`config.mk`:
```
export PLATFORM = sky130hd
export DESIGN_NAME = sdr_frame_tx
export DESIGN_NICKNAME = d
export VERILOG_FILES = /design/src/rtl/sdr_frame_tx.sv
export SDC_FILE = /design/constraint.sdc
export NUM_CORES = 1
export LEC_CHECK = 0
export ABC_AREA = 1
export CAP_MARGIN = 20
export CORE_ASPECT_RATIO = 0.6
export CORE_UTILIZATION = 40
export CTS_CLUSTER_SIZE = 28
export DETAILED_ROUTE_END_ITERATION = 16
export HOLD_SLACK_MARGIN = 0.03
export PLACE_DENSITY_LB_ADDON = 0.15
export SYNTH_ARGS = -nofsm -noshare
export SYNTH_HDL_FRONTEND = slang
export SYNTH_SLANG_ARGS = --single-unit
```
`constraint.sdc`:
```
create_clock -name i_sdr_ctrl_clk -period 1.72 [get_ports i_sdr_ctrl_clk]
set_clock_uncertainty 0.05 [all_clocks]
set_input_delay 0.172 -clock i_sdr_ctrl_clk [delete_from_list [all_inputs] [get_ports i_sdr_ctrl_clk]]
set_output_delay 0.172 -clock i_sdr_ctrl_clk [all_outputs]
set_load 0.02 [all_outputs]
```
`src/rtl/sdr_frame_tx.sv`:
```
// SDR bit engine: serialises one frame MSB-first onto SDA on SCL falling-edge strobes,
// then appends a T-bit, samples an ACK, or stops, depending on the latched mode.
module sdr_frame_tx #(
    parameter int DATA_WIDTH = 8
) (
    input  logic                  i_sdr_ctrl_clk,
    input  logic                  i_sdr_ctrl_rst_n,
    input  logic                  i_scl_neg_edge,
    input  logic                  i_scl_pos_edge,
    input  logic                  i_tx_en,
    input  logic [DATA_WIDTH-1:0] i_tx_data,
    input  logic [1:0]            i_tx_mode,
    input  logic                  i_sda,
    output logic                  o_sda,
    output logic                  o_sda_oe,
    output logic                  o_busy,
    output logic                  o_done,
    output logic                  o_ack
);

    localparam int CW = (DATA_WIDTH > 1) ? $clog2(DATA_WIDTH) : 1;

    localparam logic [1:0] MODE_DATA_T   = 2'b00;
    localparam logic [1:0] MODE_ADDR_ACK = 2'b01;

    typedef enum logic [2:0] {
        IDLE,
        WAIT_NEG,
        SHIFT,
        NINTH,
        FINISH
    } state_t;

    state_t                state_q, state_d;
    logic [DATA_WIDTH-1:0] data_q, data_d;
    logic [CW-1:0]         cnt_q, cnt_d;
    logic [1:0]            mode_q, mode_d;
    logic                  sda_q, sda_d;
    logic                  oe_q, oe_d;
    logic                  busy_q, busy_d;
    logic                  done_q, done_d;
    logic                  ack_q, ack_d;
    logic                  ack_seen_q, ack_seen_d;

    // NOTE: every signal gets a default before the case so no path leaves it unassigned (no latches).
    always_comb begin
        state_d    = state_q;
        data_d     = data_q;
        cnt_d      = cnt_q;
        mode_d     = mode_q;
        sda_d      = sda_q;
        oe_d       = oe_q;
        busy_d     = busy_q;
        done_d     = 1'b0;
        ack_d      = ack_q;
        ack_seen_d = ack_seen_q;

        case (state_q)
            IDLE: begin
                if (i_tx_en) begin
                    data_d     = i_tx_data;
                    mode_d     = i_tx_mode;
                    cnt_d      = CW'(DATA_WIDTH - 1);
                    busy_d     = 1'b1;
                    ack_d      = 1'b0;
                    ack_seen_d = 1'b0;
                    state_d    = WAIT_NEG;
                end
            end

            WAIT_NEG: begin
                if (i_scl_neg_edge) begin
                    sda_d   = data_q[DATA_WIDTH-1];
                    oe_d    = 1'b1;
                    state_d = SHIFT;
                end
            end

            SHIFT: begin
                if (i_scl_neg_edge) begin
                    if (cnt_q != '0) begin
                        cnt_d = cnt_q - CW'(1);
                        sda_d = data_q[cnt_q - CW'(1)];
                    end else if (mode_q == MODE_DATA_T) begin
                        // T-bit makes the total count of ones (payload + T) odd.
                        sda_d   = ~^data_q;
                        state_d = NINTH;
                    end else if (mode_q == MODE_ADDR_ACK) begin
                        oe_d    = 1'b0;
                        sda_d   = 1'b1;
                        state_d = NINTH;
                    end else begin
                        oe_d    = 1'b0;
                        sda_d   = 1'b1;
                        done_d  = 1'b1;
                        busy_d  = 1'b0;
                        state_d = IDLE;
                    end
                end
            end

            NINTH: begin
                // A falling strobe takes priority; a coincident rising strobe is dropped.
                if (i_scl_neg_edge) begin
                    oe_d    = 1'b0;
                    sda_d   = 1'b1;
                    state_d = FINISH;
                end else if (i_scl_pos_edge && mode_q == MODE_ADDR_ACK && !ack_seen_q) begin
                    ack_d      = ~i_sda;
                    ack_seen_d = 1'b1;
                end
            end

            FINISH: begin
                done_d  = 1'b1;
                busy_d  = 1'b0;
                state_d = IDLE;
            end

            default: state_d = IDLE;
        endcase
    end

    // NOTE: sequential state uses non-blocking assignments so all registers update together.
    always_ff @(posedge i_sdr_ctrl_clk or negedge i_sdr_ctrl_rst_n) begin
        if (!i_sdr_ctrl_rst_n) begin
            state_q    <= IDLE;
            data_q     <= '0;
            cnt_q      <= '0;
            mode_q     <= '0;
            sda_q      <= 1'b1;
            oe_q       <= 1'b0;
            busy_q     <= 1'b0;
            done_q     <= 1'b0;
            ack_q      <= 1'b0;
            ack_seen_q <= 1'b0;
        end else begin
            state_q    <= state_d;
            data_q     <= data_d;
            cnt_q      <= cnt_d;
            mode_q     <= mode_d;
            sda_q      <= sda_d;
            oe_q       <= oe_d;
            busy_q     <= busy_d;
            done_q     <= done_d;
            ack_q      <= ack_d;
            ack_seen_q <= ack_seen_d;
        end
    end

    assign o_sda    = sda_q;
    assign o_sda_oe = oe_q;
    assign o_busy   = busy_q;
    assign o_done   = done_q;
    assign o_ack    = ack_q;

endmodule

```
# [Word-level counts from Yosys, hierarchy flattened]
# Cells that the tools add are included.
# W data, S select, Z words.
[op_classes] add_sub_neg=1 magnitude_cmp=1 eq_ne=15 muxes=43 bitwise=1 n_reduce_logical=18
[ops] op="$mux W1" n=24
[ops] op="$mux W3" n=8
[ops] op="$ne A2 B2 Y1 const B" n=10
[ops] op="$pmux W3 S4" n=1
[ops] op="$reduce_and A4 Y1" n=3
[ops] op="$reduce_and A6 Y1" n=2
[ops] op="$pmux W1 S3" n=3
[ops] op="$reduce_bool A3 Y1" n=3
[ops] op="$reduce_xnor A8 Y1" n=1
[ops] op="$eq A3 B2 Y1 const B" n=2
[ops] op="$pmux W1 S2" n=3
[ops] op="$pmux W3 S2" n=1
[ops] op="$reduce_and A5 Y1" n=1
[ops] op="$lt A3 B4 Y1 const B" n=1
[ops] op="$mux W2" n=2
[ops] op="$reduce_bool A2 Y1" n=2
[ops] op="$bmux W1 S3" n=1
[ops] op="$eq A3 B1 Y1 const B" n=1
[ops] op="$eq A3 B3 Y1 const B" n=1
[ops] op="$logic_not A3 Y1" n=1
[ops] op="$sub A3 B1 Y3 const B" n=1
[ops] op="$eq A2 B1 Y1 const B" n=1
[ops] op="$logic_and A1 B1 Y1" n=2
[ops] op="$logic_not A2 Y1" n=1
[ops] op="3 further kinds" n=3
[totals] ff_bits=22 word_cells=89

# [Logic depth before layout (Yosys ltp)]
# Gate-level depths: netlist of the first run.
[depth] depth_word=6 ltp_mapped=12 mapped_depth_nobuf=12

# [Worst setup path after synthesis of the first run]
# Ideal clock, no wire load.
[synth_timing] kind="reg2reg" startpoint="register cnt_q[0]" endpoint="register sda_q (netlist: o_sda)" setup_ns=0.073 t_arrival_ns=1.318 required_time_ns=1.597 setup_slack_ns=0.279 stages_incl_launch_ff=11 n_path_buf=0 path_cell_list="dfrtp_1 > inv_1 > ha_1 > inv_1 > nand3_1 > nand3_1 > nand3_1 > nand2_1 > inv_1 > nand2_1 > a21oi_1"
[synth_between] elab_chain_cells=6 word_cells_on_any_way=7 classes_between="add/sub: 1; mux: 5; reduce/logical: 1"
[synth_rtl] item="from (decl)" line_no="36" text="logic [CW-1:0] cnt_q, cnt_d;"
[synth_rtl] item="from (signal assigned)" line_no="140" text="cnt_q <= cnt_d;"
[synth_rtl] item="$sub A3 B1 Y3" line_no="83" text="sda_d = data_q[cnt_q - CW'(1)];"
[synth_rtl] item="$bmux W1 S3" line_no="83"
[synth_rtl] item="$mux W1 (implied by the code)" line_no="83"
[synth_rtl] item="$mux W1 *" line_no="81" text="if (cnt_q != '0) begin"
[synth_rtl] item="$mux W1 *" line_no="80" text="if (i_scl_neg_edge) begin"
[synth_rtl] item="$pmux W1 S3 *" line_no="58" text="case (state_q)"
[synth_rtl] item="to (signal assigned)" line_no="131" text="sda_q <= 1'b1;"
[synth_rtl] item="to (signal assigned)" line_no="142" text="sda_q <= sda_d;"
[synth_rtl] item="to (decl)" line_no="38" text="logic sda_q, sda_d;"
# Every way passes the cells marked *; elsewhere a longest branch is shown, timed or not. The select of a mux whose other input is x is not followed.
# A chain may end at the register's enable or synchronous reset.

# [Worst setup path after layout of the first run]
[layout_timing] startpoint="register sda_q (netlist: o_sda)" endpoint="output port o_sda"
[layout_lines] item="to (decl)" line_no="14" text="output logic o_sda,"
# No word-level cell between the ends.

==> results of run 1 <==
per-stage QoR:
stage                     cells  cell area, µm²  power [mW]
final                       244            1620        2.82
after global routing        244            1620        3.07
after CTS                   244            1620        2.83
after detailed placement    240            1570        2.48
after global placement      240            1570        2.42
after floorplan             178            1320        2.08
worst max path at each step:
stage                               from            endpoint  slack [ns]  depth (start not counted)
CTS                    o_sda$_DFFE_PN1P_               o_sda        0.10                          1
global placement    cnt_q[0]$_DFFE_PN0P_   o_sda$_DFFE_PN1P_        0.19                         12
floorplan           cnt_q[0]$_DFFE_PN0P_   o_sda$_DFFE_PN1P_        0.28                         10
global route        cnt_q[0]$_DFFE_PN0P_  o_busy$_DFFE_PN0P_        0.01                          9
finish                 o_sda$_DFFE_PN1P_               o_sda        0.11                          1
detailed placement  cnt_q[0]$_DFFE_PN0P_   o_sda$_DFFE_PN1P_        0.13                         10
where the power goes:
| part | internal (mW) | switching [mW] |
|---|---|---|
| Sequential | 0.741 | 0.225 |
| Combinational | 0.603 | 0.913 |
| Clock | 0.165 | 0.175 |
| Total | 1.51 | 1.31 |
per-layer routing:
metal,up-vias,track usage
met3,2,0.0475
li1,602,-
met5,-,0
met2,16,0.247
met1,518,0.248
met4,0,0.0231
cells by family after synthesis:
logic type | after synthesis
AND/OR/NAND/NOR | 95
buffers and inverters | 29
AO/OA/AOI/OAI | 23
flip-flops | 22
multiplexers | 4
XOR/XNOR | 3
adder cells (fa/ha/maj) | 2
flip-flops by register name, indices dropped and copies added, names as in the netlist, 2 cells and up:
name,flops
state_q,3
mode_q,2
data_q,8
cnt_q,3
layout by cell type, fill, tap and decap left out:
master | Yosys | layout
clkbuf_8 | 0 | 3
nor2_2 | 2 | 2
inv_1 | 24 | 23
nand2_2 | 3 | 3
dfstp_2 | 1 | 1
o21ai_2 | 1 | 1
buf_4 | 0 | 1
dfrtp_1 | 21 | 21
clkdlybuf4s50_1 | 0 | 20
xor2_1 | 1 | 1
a21oi_1 | 9 | 9
nand3_1 | 10 | 10
inv_2 | 4 | 5
a21oi_2 | 2 | 2
nand2_1 | 54 | 54
ha_1 | 2 | 2
a31oi_1 | 3 | 3
nor3_2 | 2 | 2
xnor2_1 | 2 | 2
o21ai_0 | 2 | 2
a211oi_1 | 1 | 1
clkbuf_1 | 0 | 1
o21ai_1 | 5 | 5
nor2_4 | 1 | 1
nand2_4 | 3 | 3
nor2_1 | 20 | 20
mux2_2 | 4 | 4
timing repair:
action	CTS	global route
buffers inserted	0	0
endpoints found under the setup margin	0	5
gates resized for setup	0	1
hold buffers	0	0
area by class of cell:
cell class	instances	area, µm²
fill	294	1390
multi-input combinational	127	653
sequential	22	552
timing repair buffer	21	208
inverter	28	105
tap	42	52.6
clock buffer	4	45.0
==> reports/results.ini, run 1 <==
[status]
status=finished clean

[clock_tree]
clk_path_buf_depth=2
cts.htree.levels=1
cts-root-buf=clkbuf_8
cts_sinks=22
clk_latency_ns=0.26
cts_tree=built
cts_buffers=3
clk_pin_slew_worst_paths_ns=0.08

[final_layout]
nets=221
utilization=0.538
num_antenna_cells=0
drive_gt1_frac=0.139
area_delta_synth_final_pct=22.8

[worst_setup_path]
critical_path.endpoint_type=output pin
worstPathRequired_ns=1.50
worstReg2RegEnd=o_sda$_DFFE_PN1P_
cp_top_family=buffers and inverters
r2r-start=cnt_q[0]$_DFFE_PN0P_
max_stage_delay_ns=0.59
reg2regPathDepth=10
path_cells=clkdlybuf4s50_1
rrSetupSlack_ns=0.16
crit_slowest_cell=clkdlybuf4s50_1
crit_buf_inv=1
cp-start-kind=flip-flop
path_max_fanout=2
crit_type=reg -> out
arrival_ns=1.38

[synth]
synth-xor-area-share=0.0200
avgSynthCellArea_um2=7.39
synth_edf_count=0
yosys_register_bits=22
synthSimpleGateAreaFrac=0.323
synth.largest_area_cell=dfrtp_1
synth-adder-area-share=0.0190
synthCells=178
netlist.area_leader.share=0.400
yosysWarningCount=0
ys_seq_area_frac=0.420
ys_types=24
synthMostInstantiatedCell=nand2_1
synth_nets=196
synth_common_cells=54 x nand2_1, 24 x inv_1, 21 x dfrtp_1
synthFlopType=dfrtp_1
synth_top_family_by_area=simple AND/OR/NAND/NOR gates
synth.area.mux_share=0.0343
synthArstFlopShare=1.00
netlist_area_um2=1320
synth-compound-area-share=0.101
synth.area.top_cells=dfrtp_1 40%, nand2_1 15%, inv_1 6.9%

[place]
finalWeightedCongestion=0.866
port_buffers=20
dp_hpwl_mm=2.16
place_ws_ns=0.129

[min_path]
hold_path_class=in -> async

[routing]
routedWlPerCell_um=11.4
drt-met1-wl_mm=1.59
vias=1138
wl_met2_mm=1.09
routed_wl_mm=2.78
top_layer=met4
ant_nets=0
vias_per_cell=4.66
drt-pass1-iter-count=4
drt_iter0_drc=68
drc=0
wl_met3_um=92

[grt]
grt_overflow_total=0
grt_antenna_before_repair=0
grt_usage=0.167
grt_pass1_vias=950
grt_pass1_wl_mm=4.36
grt_max_degree=23

[timing]
whs_ns=0.197
period_minus_slack_ns=1.61
fmax_mhz=623
finalCritPeriodShare=0.934
slew_headroom=0.795
setup-tns-final_ns=0
rsz0062_at_grt=false
setup_viol=0
hold_viol_final=0
setup_slack_ns=0.114
final_max_slew_viol_count=0
tightest_slew_ns=0.306

[floorplanning]
io_pins=21
die-area_um2=3530
fp.dieW_um=76.0
core.rowCount=15
core-area_um2=3000
die_h_um=46.4
start_util=0.438

[power]
p_leak_nw=0.827
peakVddDrop_uv=868
power_density_nw_per_um2=1750

[run]
maxCapViolCount=0

Note: power is estimated with default switching activity, not from simulation.
==> run 2, diff against run 1 <==
Settings changed: CORE_UTILIZATION 40 to 52.
Clock period 1.72 ns to 1.6 ns, I/O delays scaled along.
==> run 2 against run 1 <==
  * Sequential share of layout area down 0.18 points
  * Critical path depth is 8 higher
  * Global-route usage up 9.4 points
  * Die area shrank 22%
  * Cell count fell by 4.1%
  * Critical endpoint is now state_q[1]$_DFFE_PN0P_
  * Largest power group unchanged
==> reports/results.ini, run 2 (synthesized netlist as in run 1, its figures left out) <==
[clock_tree]
clk_path_buf_depth=2  ; unchanged
cts_sinks=22  ; unchanged
clk_pin_slew_worst_paths_ns=0.08  ; about the same
cts_tree=built  ; unchanged
post_cts_buffers=0  ; unchanged
cts.htree.levels=1  ; unchanged
clk_latency_ns=0.27  ; was 0.26 ns
cts_buffers=3  ; unchanged
cts-root-buf=clkbuf_8  ; unchanged

[final_layout]
final_common_cell=nand2_1  ; unchanged
max_flop_register=data_q  ; unchanged
most-common-layout-cells=54 x nand2_1, 24 x inv_1, 21 x dfrtp_1, 20 x nor2_1, 19 x clkdlybuf4s50_1  ; was 54 x nand2_1, 23 x inv_1, 21 x dfrtp_1, 20 x nor2_1, 20 x clkdlybuf4s50_1
drive_gt1_frac=0.147  ; was 0.139
largestRegisters=data_q: 8 flops, cnt_q: 3 flops, state_q: 3 flops  ; unchanged
nets=223  ; was 221
num_antenna_cells=0  ; unchanged
nFillCells=188  ; was 294
area_delta_synth_final_pct=23.5  ; was 22.8%
largest_reg_flops=8  ; unchanged

[power]
p_clk_frac=0.131  ; was 0.121
power_density_nw_per_um2=1950  ; was 1750 nW/µm²
finalPower_mw=3.16  ; was 2.82 mW
p_switching_mw=1.47  ; was 1.31 mW
seqPwrFrac=0.325  ; was 0.342
peakVddDrop_uv=1200  ; was 868 µV
power_frac_comb=0.544  ; was 0.537
switching_share=0.466  ; was 0.465
p_leak_nw=0.844  ; was 0.827 nW
p_int_mw=1.69  ; was 1.51 mW

[worst_setup_path]
path_max_fanout=4  ; was 2
reg2regPathDepth=9  ; was 10
cp-start-kind=flip-flop  ; unchanged
arrival_ns=1.66  ; was 1.38 ns
r2r-start=cnt_q[0]$_DFFE_PN0P_  ; unchanged
rrSetupSlack_ns=0.08  ; was 0.16 ns
worstPathRequired_ns=1.74  ; was 1.50 ns
worstReg2RegEnd=state_q[1]$_DFFE_PN0P_  ; was o_sda$_DFFE_PN1P_
crit_type=reg -> reg  ; was reg -> out
critical_path.endpoint_type=flip-flop  ; was output pin

[grt]
grt_overflow_total=0  ; unchanged
grt_pass1_wl_mm=4.90  ; was 4.36 mm
grt_max_degree=23  ; unchanged
grt_usage=0.262  ; was 0.167
grt_antenna_before_repair=0  ; unchanged
grt_pass1_vias=1039  ; was 950

[routing]
wl_met3_um=194  ; was 92 µm
ant_nets=0  ; unchanged
wl_met2_mm=1.44  ; was 1.09 mm
vias_per_cell=5.11  ; was 4.66
drt_iter0_drc=72  ; was 68
routedWlPerCell_um=13.1  ; was 11.4 µm
drt-met1-wl_mm=1.42  ; was 1.59 mm
vias=1196  ; was 1138
drc=0  ; unchanged
routed_wl_mm=3.06  ; was 2.78 mm
top_layer=met4  ; unchanged
drt-pass1-iter-count=4  ; unchanged

[min_path]
hold_path_class=in -> async  ; unchanged

[place]
port_buffers=20  ; unchanged
finalWeightedCongestion=0.839  ; was 0.866
dp_hpwl_mm=2.38  ; was 2.16 mm

[floorplanning]
core-area_um2=2280  ; was 3000 µm²
fp.dieW_um=66.9  ; was 76.0 µm
core.rowCount=13  ; was 15
die_h_um=41.0  ; was 46.4 µm
start_util=0.577  ; was 0.438
die-area_um2=2740  ; was 3530 µm²
io_pins=21  ; unchanged

[timing]
finalCritPeriodShare=0.951
period_minus_slack_ns=1.52
final_max_slew_viol_count=0  ; unchanged
slew_headroom=0.788  ; was 0.795
rsz0062_at_grt=false  ; unchanged
setup_viol=0  ; unchanged
tightest_slew_ns=0.316  ; was 0.306 ns
setup-tns-final_ns=0  ; unchanged
whs_ns=0.201  ; was 0.197 ns
fmax_mhz=657
hold_viol_final=0  ; unchanged

[status]
status=finished clean  ; unchanged

[run]
maxCapViolCount=0  ; unchanged

run 2: critical path: stages (launching register included):
cell and delay (ns):
dfrtp_1 0.35, inv_1 0.08, ha_1 0.21, nand2_1 0.14
inv_1 0.09, nor2_1 0.18, nor2_1 0.08, nand2_1 0.10
nand2_1 0.06, o21ai_1 0.10
run 2: per-stage QoR:
step / instances / cell area (µm²) / util / worst slack (ns)
finish: 234 / 1620 / 0.713 / 0.0784
floorplan: 178 / 1320 / - / 0.159
detailed placement: 230 / 1570 / 0.690 / 0.115
global route: 234 / 1620 / 0.713 / 0.0180
global placement: 230 / 1570 / 0.690 / 0.195
CTS: 234 / 1620 / 0.713 / 0.0791
run 2: how the worst max path moves through the flow:
stage                               startpoint                endpoint  slack (ns)  cells after the start
after global routing      cnt_q[0]$_DFFE_PN0P_       o_sda$_DFFE_PN1P_        0.02                     10
after floorplan           cnt_q[0]$_DFFE_PN0P_       o_sda$_DFFE_PN1P_        0.16                     10
after global placement    cnt_q[0]$_DFFE_PN0P_      o_busy$_DFFE_PN0P_        0.20                      9
after detailed placement               i_tx_en  state_q[1]$_DFFE_PN0P_        0.11                      8
after CTS                 cnt_q[0]$_DFFE_PN0P_      o_busy$_DFFE_PN0P_        0.08                      9
final                     cnt_q[0]$_DFFE_PN0P_  state_q[1]$_DFFE_PN0P_        0.08                      9
run 2: layout make-up:
cell class | count | area, µm² | area share
multi-input combinational | 127 | 653 | 0.402
sequential | 22 | 552 | 0.340
timing repair buffer | 23 | 221 | 0.136
inverter | 28 | 105 | 0.0647
clock buffer | 4 | 55.1 | 0.0339
tap | 30 | 37.5 | 0.0231
run 2: what timing repair did:
item | CTS | global route
endpoints found under the setup margin | 1 | 1
hold buffers | 0 | 0
pin swaps | 0 | 0
gates resized for setup | 1 | 1
run 2: power groups by stage:
stage	logic (mW)	registers [mW]	clock network (mW)
final	1.72	1.03	0.413
after global placement	1.62	1.01	0
after floorplan	1.20	1.04	0
after global routing	1.93	1.06	0.435
after detailed placement	1.70	1.03	0
after CTS	1.71	1.02	0.413
run 2: routing by layer:
metal / vias to the layer above / GRT usage
met3: 2 / 0.0750
met4: 0 / 0.0479
li1: 604 / -
met2: 38 / 0.439
met1: 552 / 0.346
met5: - / 0
